**src/rtl/exe_stage_pkg.sv**
```systemverilog
// Shared widths, encodings and payload types for the execute stage.
// Contents: data/address/register-address widths, ALU command and shift-type
// encodings, forward-select encoding, NZCV and execute->memory bundle structs,
// and a rotate-right helper.
package exe_stage_pkg;

  localparam int unsigned ADDR_W   = 32;
  localparam int unsigned DATA_W   = 32;
  localparam int unsigned REGA_W   = 4;
  localparam int unsigned CMD_W    = 4;
  localparam int unsigned SHOP_W   = 12;
  localparam int unsigned SIMM_W   = 24;
  localparam int unsigned SEL_W    = 2;
  localparam int unsigned SHAMT_W  = 5;

  typedef enum logic [CMD_W-1:0] {
    CMD_NOP = 4'b0000,
    CMD_MOV = 4'b0001,
    CMD_ADD = 4'b0010,
    CMD_ADC = 4'b0011,
    CMD_SUB = 4'b0100,
    CMD_SBC = 4'b0101,
    CMD_AND = 4'b0110,
    CMD_ORR = 4'b0111,
    CMD_EOR = 4'b1000,
    CMD_MVN = 4'b1001
  } exe_cmd_e;

  typedef enum logic [1:0] {
    SH_LSL = 2'b00,
    SH_LSR = 2'b01,
    SH_ASR = 2'b10,
    SH_ROR = 2'b11
  } shift_e;

  typedef enum logic [SEL_W-1:0] {
    FWD_REG = 2'b00,
    FWD_MEM = 2'b01,
    FWD_WB  = 2'b10,
    FWD_RSV = 2'b11
  } fwd_sel_e;

  typedef struct packed {
    logic n;
    logic z;
    logic c;
    logic v;
  } nzcv_t;

  typedef struct packed {
    logic [DATA_W-1:0] alu_result;
    logic [DATA_W-1:0] store_val;
    logic [REGA_W-1:0] dest_reg;
    logic              mem_read;
    logic              mem_write;
    logic              wb_enable;
  } exe_mem_t;

  // Rotate right; an amount of zero returns x unchanged (left shift by width is zero).
  function automatic logic [DATA_W-1:0] ror(input logic [DATA_W-1:0] x,
                                            input logic [SHAMT_W-1:0] r);
    return (x >> r) | (x << ((SHAMT_W + 1)'(DATA_W) - {1'b0, r}));
  endfunction

endpackage

```
**src/rtl/exe_stage_val2_generator.sv**
```systemverilog
// Combinational operand-2 (Val2) generator.
// Ports: immediate (I bit), mem_op (load/store), shift_operand[11:0],
//        val_rm (possibly forwarded Rm), val2_c (resulting operand 2).
module exe_stage_val2_generator
  import exe_stage_pkg::*;
(
  input  logic              immediate,
  input  logic              mem_op,
  input  logic [SHOP_W-1:0] shift_operand,
  input  logic [DATA_W-1:0] val_rm,
  output logic [DATA_W-1:0] val2_c
);

  logic [SHAMT_W-1:0] rot_amt;
  logic [SHAMT_W-1:0] sh_amt;
  shift_e             sh_type;

  always_comb begin
    rot_amt = {shift_operand[11:8], 1'b0};
    sh_amt  = shift_operand[11:7];
    sh_type = shift_e'(shift_operand[6:5]);
    val2_c  = '0;
    if (immediate) begin
      val2_c = ror(DATA_W'(shift_operand[7:0]), rot_amt);
    end else if (mem_op) begin
      // Load/store offset is the raw 12-bit field, zero-extended.
      val2_c = DATA_W'(shift_operand);
    end else begin
      case (sh_type)
        SH_LSL:  val2_c = val_rm << sh_amt;
        SH_LSR:  val2_c = val_rm >> sh_amt;
        SH_ASR:  val2_c = DATA_W'($signed(val_rm) >>> sh_amt);
        default: val2_c = ror(val_rm, sh_amt);
      endcase
    end
  end

endmodule

```
**src/rtl/exe_stage.sv**
```systemverilog
// Execute stage: operand forwarding, Val2, ALU, NZCV register, branch target
// and the execute->memory pipeline register (one-cycle latency, holds on freeze).
// Optional feature: EXE_FORWARDING_EN enables the sel_src1/sel_src2 operand muxes;
// without it the forwarding ports are accepted but ignored.
// Ports: clk, rst (sync active-low), freeze; decode bundle (pc_in, control,
//        execute_command, val_rn/val_rm, immediate, signed_imm, shift_operand,
//        dest_reg_in); forwarding selects/values; status_out (NZCV);
//        branch_taken/branch_addr (combinational); registered memory bundle.
module exe_stage
  import exe_stage_pkg::*;
(
  input  logic              clk,
  input  logic              rst,
  input  logic              freeze,
  input  logic [ADDR_W-1:0] pc_in,
  input  logic              mem_read_in,
  input  logic              mem_write_in,
  input  logic              wb_enable_in,
  input  logic              branch_taken_in,
  input  logic              status_write_enable_in,
  input  logic [CMD_W-1:0]  execute_command,
  input  logic [DATA_W-1:0] val_rn,
  input  logic [DATA_W-1:0] val_rm,
  input  logic              immediate,
  input  logic [SIMM_W-1:0] signed_imm,
  input  logic [SHOP_W-1:0] shift_operand,
  input  logic [REGA_W-1:0] dest_reg_in,
  input  logic [SEL_W-1:0]  sel_src1,
  input  logic [SEL_W-1:0]  sel_src2,
  input  logic [DATA_W-1:0] mem_fwd_val,
  input  logic [DATA_W-1:0] wb_fwd_val,
  output logic [3:0]        status_out,
  output logic              branch_taken,
  output logic [ADDR_W-1:0] branch_addr,
  output logic [DATA_W-1:0] alu_result_out,
  output logic [DATA_W-1:0] store_val_out,
  output logic [REGA_W-1:0] dest_reg_out,
  output logic              mem_read_out,
  output logic              mem_write_out,
  output logic              wb_enable_out
);

  logic [DATA_W-1:0] src1;
  logic [DATA_W-1:0] src2;
  logic [DATA_W-1:0] val2;
  logic [DATA_W:0]   sum;
  logic [DATA_W-1:0] res;
  nzcv_t             nzcv_q;
  nzcv_t             nzcv_d;
  exe_mem_t          pipe_q;
  exe_mem_t          pipe_d;
  exe_cmd_e          cmd;

  // Operand source selection.
`ifdef EXE_FORWARDING_EN
  always_comb begin
    case (fwd_sel_e'(sel_src1))
      FWD_MEM: src1 = mem_fwd_val;
      FWD_WB:  src1 = wb_fwd_val;
      default: src1 = val_rn;
    endcase
    case (fwd_sel_e'(sel_src2))
      FWD_MEM: src2 = mem_fwd_val;
      FWD_WB:  src2 = wb_fwd_val;
      default: src2 = val_rm;
    endcase
  end
`else
  logic unused_fwd;
  assign unused_fwd = ^{sel_src1, sel_src2, mem_fwd_val, wb_fwd_val};
  assign src1 = val_rn;
  assign src2 = val_rm;
`endif

  exe_stage_val2_generator u_val2 (
    .immediate     (immediate),
    .mem_op        (mem_read_in | mem_write_in),
    .shift_operand (shift_operand),
    .val_rm        (src2),
    .val2_c        (val2)
  );

  // Branch target: pc+4 plus word-scaled sign-extended offset.
  assign branch_taken = branch_taken_in;
  assign branch_addr  = pc_in + {{(ADDR_W - SIMM_W - 2){signed_imm[SIMM_W-1]}}, signed_imm, 2'b00};

  // ALU and next flags; carry-in always comes from the registered C.
  always_comb begin
    cmd      = exe_cmd_e'(execute_command);
    sum      = '0;
    res      = '0;
    nzcv_d   = nzcv_q;
    case (cmd)
      CMD_MOV: res = val2;
      CMD_MVN: res = ~val2;
      CMD_AND: res = src1 & val2;
      CMD_ORR: res = src1 | val2;
      CMD_EOR: res = src1 ^ val2;
      CMD_ADD, CMD_ADC: begin
        sum = {1'b0, src1} + {1'b0, val2}
            + (DATA_W + 1)'((cmd == CMD_ADC) ? nzcv_q.c : 1'b0);
        res = sum[DATA_W-1:0];
        nzcv_d.c = sum[DATA_W];
        nzcv_d.v = (src1[DATA_W-1] == val2[DATA_W-1]) && (res[DATA_W-1] != src1[DATA_W-1]);
      end
      CMD_SUB, CMD_SBC: begin
        // rn + ~val2 + 1 (SUB) or + C (SBC); carry out is NOT borrow.
        sum = {1'b0, src1} + {1'b0, ~val2}
            + (DATA_W + 1)'((cmd == CMD_SUB) ? 1'b1 : nzcv_q.c);
        res = sum[DATA_W-1:0];
        nzcv_d.c = sum[DATA_W];
        nzcv_d.v = (src1[DATA_W-1] == ~val2[DATA_W-1]) && (res[DATA_W-1] != src1[DATA_W-1]);
      end
      default: res = '0;
    endcase
    nzcv_d.n = res[DATA_W-1];
    nzcv_d.z = (res == '0);
  end

  always_comb begin
    pipe_d.alu_result = res;
    pipe_d.store_val  = src2;
    pipe_d.dest_reg   = dest_reg_in;
    pipe_d.mem_read   = mem_read_in;
    pipe_d.mem_write  = mem_write_in;
    pipe_d.wb_enable  = wb_enable_in;
  end

  // Pipeline and status registers; reset dominates freeze.
  always_ff @(posedge clk) begin
    if (!rst) begin
      pipe_q <= '0;
      nzcv_q <= '0;
    end else if (!freeze) begin
      pipe_q <= pipe_d;
      if (status_write_enable_in) begin
        nzcv_q <= nzcv_d;
      end
    end
  end

  assign status_out     = nzcv_q;
  assign alu_result_out = pipe_q.alu_result;
  assign store_val_out  = pipe_q.store_val;
  assign dest_reg_out   = pipe_q.dest_reg;
  assign mem_read_out   = pipe_q.mem_read;
  assign mem_write_out  = pipe_q.mem_write;
  assign wb_enable_out  = pipe_q.wb_enable;

endmodule

```
**config.mk**
```make
export PLATFORM = sky130hd
export DESIGN_NAME = exe_stage
export DESIGN_NICKNAME = d
export VERILOG_FILES = /design/src/rtl/exe_stage_pkg.sv /design/src/rtl/exe_stage_val2_generator.sv /design/src/rtl/exe_stage.sv
export SDC_FILE = /design/constraint.sdc
export NUM_CORES = 1
export LEC_CHECK = 0
export CORE_MARGIN = 3
export CORE_UTILIZATION = 42
export CTS_CLUSTER_DIAMETER = 30
export DETAILED_ROUTE_END_ITERATION = 8
export HOLD_SLACK_MARGIN = 0.06
export PLACE_DENSITY = 0.66
export SETUP_SLACK_MARGIN = 0.5
export SKIP_LAST_GASP = 1
export SYNTH_ARGS = -nofsm -noshare
export SYNTH_HDL_FRONTEND = slang
export SYNTH_SLANG_ARGS = --single-unit
```
**constraint.sdc**
```tcl
create_clock -name clk -period 9.95 [get_ports clk]
set_clock_uncertainty 0.2 [all_clocks]
set_input_delay 0.995 -clock clk [delete_from_list [all_inputs] [get_ports clk]]
set_output_delay 0.995 -clock clk [all_outputs]
set_load 0.02 [all_outputs]
```
Word-level counts from Yosys, hierarchy flattened --
Cells that the tools add are included.
Word-level totals: bits in read-only memories 0, register bits after elaboration 75, memories 0, RAM bits 0, output and inout port bits 108, latch bits 0
Operators by class: shift operators 6, eq/ne operators 15, multiplexer cells 7, multipliers 0, order comparisons 0, div/mod/pow operators 0, reduce and logical (&&, ||, !) cells 9, bitwise logic cells 9, add/sub/neg operators 7
Operator list (count):
- one-hot mux 32 bit (7 select lines) | 1
- bitwise OR 32 bit | 3
- one-hot mux 32 bit (3 select lines) | 1
- adder 32 x 32 -> 33 bit | 2
- adder 33 x 1 -> 33 bit | 2
- 2-to-1 mux 32 bit | 2
- adder 32 bit | 1
- bitwise AND 32 bit | 1
- logical NOT 32 bit | 1
- inverter 32 bit | 1
- << shifter 32 x 5 -> 32 bit | 1
- << shifter 32 x 6 -> 32 bit | 1
- << shifter 8 x 6 -> 32 bit | 1
- right shift 32 x 5 -> 32 bit | 1
- right shift 8 x 5 -> 32 bit | 1
- >>> shifter 32 x 5 -> 32 bit | 1
- XOR 32 bit | 1
- equality test 4 x 3 -> 1 bit, second input constant | 4
- subtractor 6 x 5 -> 6 bit, first input constant | 2
- equality test 4 x 2 -> 1 bit, second input constant | 2
- equality test 4 bit, second input constant | 2
- equality test 4 x 1 -> 1 bit, second input constant | 1
- one-hot mux 2 bit (2 select lines) | 1
- OR reduction 2 bit | 2
- other kinds (12) | 17

Longest topological paths before layout --
depth after elaboration 12, depth in mapped cells 31, gate-level depth less buffers 24

Cells and area by module --
Synthesis repeated with hierarchy kept, for this count alone.
Unflattened totals: cells, all modules 2544, area, all modules 19057.0 sq um
By module, submodules not included:
- exe_stage | area each 10263.6 sq um, cells an instance 1408, sequential area each 1501.4 sq um, instances 1
- exe_stage_val2_generator | area each 8793.4 sq um, cells an instance 1136, sequential area each 0.0 sq um, instances 1

Worst setup path before layout --
Ideal clock, no wire load.
path kind input to register, from in shift_operand[8], to reg nzcv_q, in the netlist status_out[2], path slack 2261 ps, path buffers 5, library setup time 85 ps, data arrival time 7405 ps, cell stages on the path 27, cell sequence buf_2 inv_2 buf_1 buf_1 ha_1 clkbuf_1 clkbuf_1 mux4_2 mux2i_1 nor2_1 o21ai_1 a22oi_1 a2111o_1 a21oi_1 ha_1 inv_1 a211oi_1 o41ai_1 o31a_1 o31ai_1 a311o_1 a221o_1 a221oi_1 o2111ai_1 nor4_1 nand4_1 o31ai_2
On the way: longest elaborated chain between the ends 11, elaborated cells between the ends (all ways) 23, those cells by class add/sub: 6; shift: 6; mux: 4; bitwise: 6; reduce/logical: 1
RTL lines:
- start, declared | RTL line exe_stage.sv:26 | input logic [SHOP_W-1:0] shift_operand,
- subtractor 6 x 5 -> 6 bit | RTL line exe_stage_pkg.sv:62 | return (x >> r) | (x << ((SHAMT_W + 1)'(DATA_W) - {1'b0, r}));
- << shifter 32 x 6 -> 32 bit | RTL line exe_stage_pkg.sv:62
- bitwise OR 32 bit | RTL line exe_stage_pkg.sv:62
- one-hot mux 32 bit (3 select lines) | RTL line exe_stage_val2_generator.sv:29 | case (sh_type)
- 2-to-1 mux 32 bit | RTL line exe_stage_val2_generator.sv:25 | end else if (mem_op) begin
- 2-to-1 mux 32 bit * | RTL line exe_stage_val2_generator.sv:23 | if (immediate) begin
- inverter 32 bit | RTL line exe_stage.sv:95, exe_stage.sv:108
- adder 32 x 32 -> 33 bit | RTL line exe_stage.sv:108 | sum = {1'b0, src1} + {1'b0, ~val2}
- adder 33 x 1 -> 33 bit | RTL line exe_stage.sv:109 | + (DATA_W + 1)'((cmd == CMD_SUB) ? 1'b1 : nzcv_q.c);
- one-hot mux 32 bit (7 select lines) * | RTL line exe_stage.sv:93 | case (cmd)
- logical NOT 32 bit * | RTL line exe_stage.sv:117 | nzcv_d.z = (res == '0);
- end signal, assigned | RTL line exe_stage.sv:137 | nzcv_q <= nzcv_d;
- end, declared | RTL line exe_stage.sv:48 | nzcv_t nzcv_q;
Every way passes the cells marked *; elsewhere a longest branch is shown, timed or not. A chain may end at the register's enable or synchronous reset.

Final worst setup path --
from in shift_operand[7], to reg nzcv_q, in the netlist status_out[2]
The elaborated chain is that of the path after synthesis.

==> impl_metrics.csv <==
group,metric,value,unit
synthesis,synthCells,2451,
synthesis,synth_top_family_by_area,"compound AO/OA/AOI/OAI gates",
sta,worstMarginPinSlew,1.22,ns
clock_network,cts_tree,"done",
finish,final_cell_count_no_fill,3169,
synthesis,yosys.area_share.simple,19.3,%
synthesis,yosysTopAreaCell,"mux2i_1",
worst_setup_path,crit_required,10.02,ns
clock_network,numClockSinks,75,
placement,portBuffers,250,
finish,area_delta_synth_final,18.2,%
synthesis,synth-adder-area-share,9.38,%
floorplanning,core_area,42400,sq um
worst_setup_path,crit_chain,"buf_6, inv_2, ha_1, buf_4, mux4_2, nor2_1, or3_1, a221oi_1, a31oi_1, ha_1, a21oi_1, o21ai_0, a2111oi_0, buf_4, nor2_1, a311o_1, a221o_1, a221oi_1, nand4_1, nor4_1, buf_4, nand4_1, o31ai_2",
pwr,peakVddDrop,0.139,mV
finish,drive_gt1_share,11.9,%
grt,grt_pass1_vias,20800,
clock_network,clock_latency,0.36,ns
clock_network,path_clk_slew,0.07,ns
floorplanning,ioPinCount,325,
clock_network,hold_buffers,0,
floorplanning,dieArea,46000,sq um
grt,grt_usage,40.3,%
sta,post-route-min-period,8.66,ns
grt,grt_antenna_before_repair,2,
floorplanning,die_x,214,um
grt,grt_pass1_wl,142000,um
detailed_routing,ant_nets,0,
synthesis,synth_flop_cell,"dfxtp_1",
synthesis,synthTopCellsByArea,"mux2i_1 (8.8%), ha_1 (8.8%), mux4_2 (8.5%)",
worst_setup_path,cpPeakStageDelay,0.81,ns
synthesis,ys_seq_elements,75,
synthesis,syn-cell-area,18200,sq um
synthesis,synth-edff-count,0,
worst_setup_path,crit_type,"primary input to register",
pwr,total_power,2.11,mW
detailed_routing,remaining_drc_errors,0,
detailed_routing,vias_per_cell,7.05,
floorplanning,die_h,214,um
synthesis,yosysWarnings,0,
placement,place_congestion,1.08,
detailed_routing,post_drt_wl_per_cell,30.7,um
sta,timing.final.crit_share,87.0,%
sta,setup_slack,1.29,ns
clock_network,h-tree-depth,3,
synthesis,synthMuxAreaShare,20.5,%
min_path,min_path_type,"register to register",
synthesis,syn_nets,2801,
worst_setup_path,slowest_stage,"a31oi_1",
synthesis,avgSynthCellArea,7.44,sq um
worst_setup_path,cp_max_fo,38,
detailed_routing,wirelength,97400,um
detailed_routing,drtIter0Drc,3208,
floorplanning,rows,75,
synthesis,ys_types,97,
clock_network,ctsResizeCount,0,
finish,fin_util,50.9,%
detailed_routing,drt-pass1-iter-count,6,
worst_setup_path,critPathCaptureType,"register",
synthesis,netlist.area_leader.share,8.83,%
clock_network,cts.root.buffer_cell,"clkbuf_16",
sta,slew_violations,0,
detailed_routing,vias,22400,
clock_network,numCtsBuffers,9,
sta,final_hold_viol_count,0,
sta,grt_setup_unrepaired,"false",
clock_network,clk_path_buf_depth,2,
sta,finalSetupTns,0,ns
synthesis,synth_most_common_cell,"nor2_1",
sta,fmax,116,MHz
sta,setup_violations,0,
grt,grt_max_degree,103,
placement,place_ws,1.25,ns
synthesis,seq_area_frac_synth,8.23,%
worst_setup_path,worst_path_most_repeated_cell,"buf_4",
sta,relSlewSlack,18.3,%
clock_network,cts_setup_buffers,0,
floorplanning,start_util,43.0,%
run,maxCapViolCount,0,
finish,fin_nets,2936,
worst_setup_path,arrival,8.72,ns
placement,hpwl,73700,um
synthesis,yosys-top-cells-count,"nor2_1 (250), nand2_1 (166), mux2i_1 (161)",
pwr,p_leak,8.57,nW
grt,grt_overflow_total,0,
synthesis,synth_xor_area_share,2.38,%
outcome,status,"complete, no violations",
pwr,p_per_area,97.8,nW/um^2
synthesis,async_flop_share,0,%
placement,place_inst,3152,
worst_setup_path,rrSetupSlack,4.41,ns
worst_setup_path,startpoint_type,"primary input",
synthesis,synth_compound_area_share,32.2,%
-- registers in the layout, indices dropped and copies added, names as in the netlist --
register / cells
dest_reg_out: 4
wb_enable_out: 1
mem_read_out: 1
status_out: 4
store_val_out: 32
alu_result_out: 32
mem_write_out: 1
-- placed cells by master (no fill, tap or decap), types with 32 or more instances in the layout --
cell / n
nor2_1: 249
clkdlybuf4s50_1: 243
nand2_1: 166
mux2i_1: 161
a21oi_1: 149
o21ai_0: 139
ha_1: 128
inv_1: 110
buf_4: 106
dfxtp_1: 75
mux4_2: 69
nor3_1: 63
a211oi_1: 49
mux2_2: 48
nand3_1: 45
o211ai_1: 43
xnor2_1: 38
o22ai_1: 37
nand2b_1: 33
nor2b_1: 33
a221oi_1: 32
-- final timing paths --
| path | from | to | cells after the start |
|---|---|---|---|
| worst max-delay path | shift_operand[7] | status_out[2] | 23 |
| worst min-delay path | status_out[0] | status_out[0] | 2 |
| worst min register to register | status_out[0] | status_out[0] | 2 |
| worst max register to register | status_out[1] | status_out[2] | 16 |
-- logic make-up (layout without fill, tap and decap cells) --
family | Yosys count | in the layout
AOI/OAI and AO/OA | 829 | 829
muxes | 281 | 281
and+or+nand+nor | 737 | 737
adders and majority gates | 134 | 134
xor gates and xnor gates | 47 | 47
DFF | 75 | 75
other | 0 | 1
buffers and inverters | 348 | 488
-- power breakdown --
| part | internal (mW) | switching [mW] | total [mW] |
|---|---|---|---|
| combinational | 0.551 | 0.900 | 1.45 |
| clock | 0.173 | 0.151 | 0.324 |
| sequential | 0.322 | 0.0121 | 0.334 |
-- cell type report --
type,count,area [sq um]
Multi-Input combinational cell,2028,15300
Timing Repair Buffer,355,3290
Clock buffer,9,225
Antenna cell,1,2.50
Inverter,117,439
Fill cell,4234,20800
Clock inverter,7,58.8
Tap cell,577,722
Sequential cell,75,1500
-- per-stage QoR --
| step | hold slack (ns) | instance area, sq um |
|---|---|---|
| after floorplan | 0.335 | 18200 |
| final | 0.260 | 21600 |
| after CTS | 0.264 | 21600 |
| after detailed placement | 0.255 | 21300 |
| after global routing | 0.292 | 21600 |
| after global placement | 0.246 | 21300 |
-- layer usage --
layer / wire length, um / GRT usage, % / vias to the layer above / part of all wire (%)
li1: - / - / 9607 / -
met2: 40000 / 59.0 / 1672 / 41
met4: 6260 / 20.5 / 2 / 6.4
met1: 38800 / 53.4 / 10700 / 40
met3: 12300 / 12.4 / 347 / 13
met5: 13 / 0 / - / 0.013
-- worst max-delay path, delay by kind of cell --
kind,cells,cell delay [ns]
AOI/OAI and AO/OA,9,3.44
buffers and inverters,5,1.41
adders and majority gates,2,1.18
and+or+nand+nor,6,1.08
muxes,1,0.56
No activity file was read; power rests on OpenSTA's default activity.
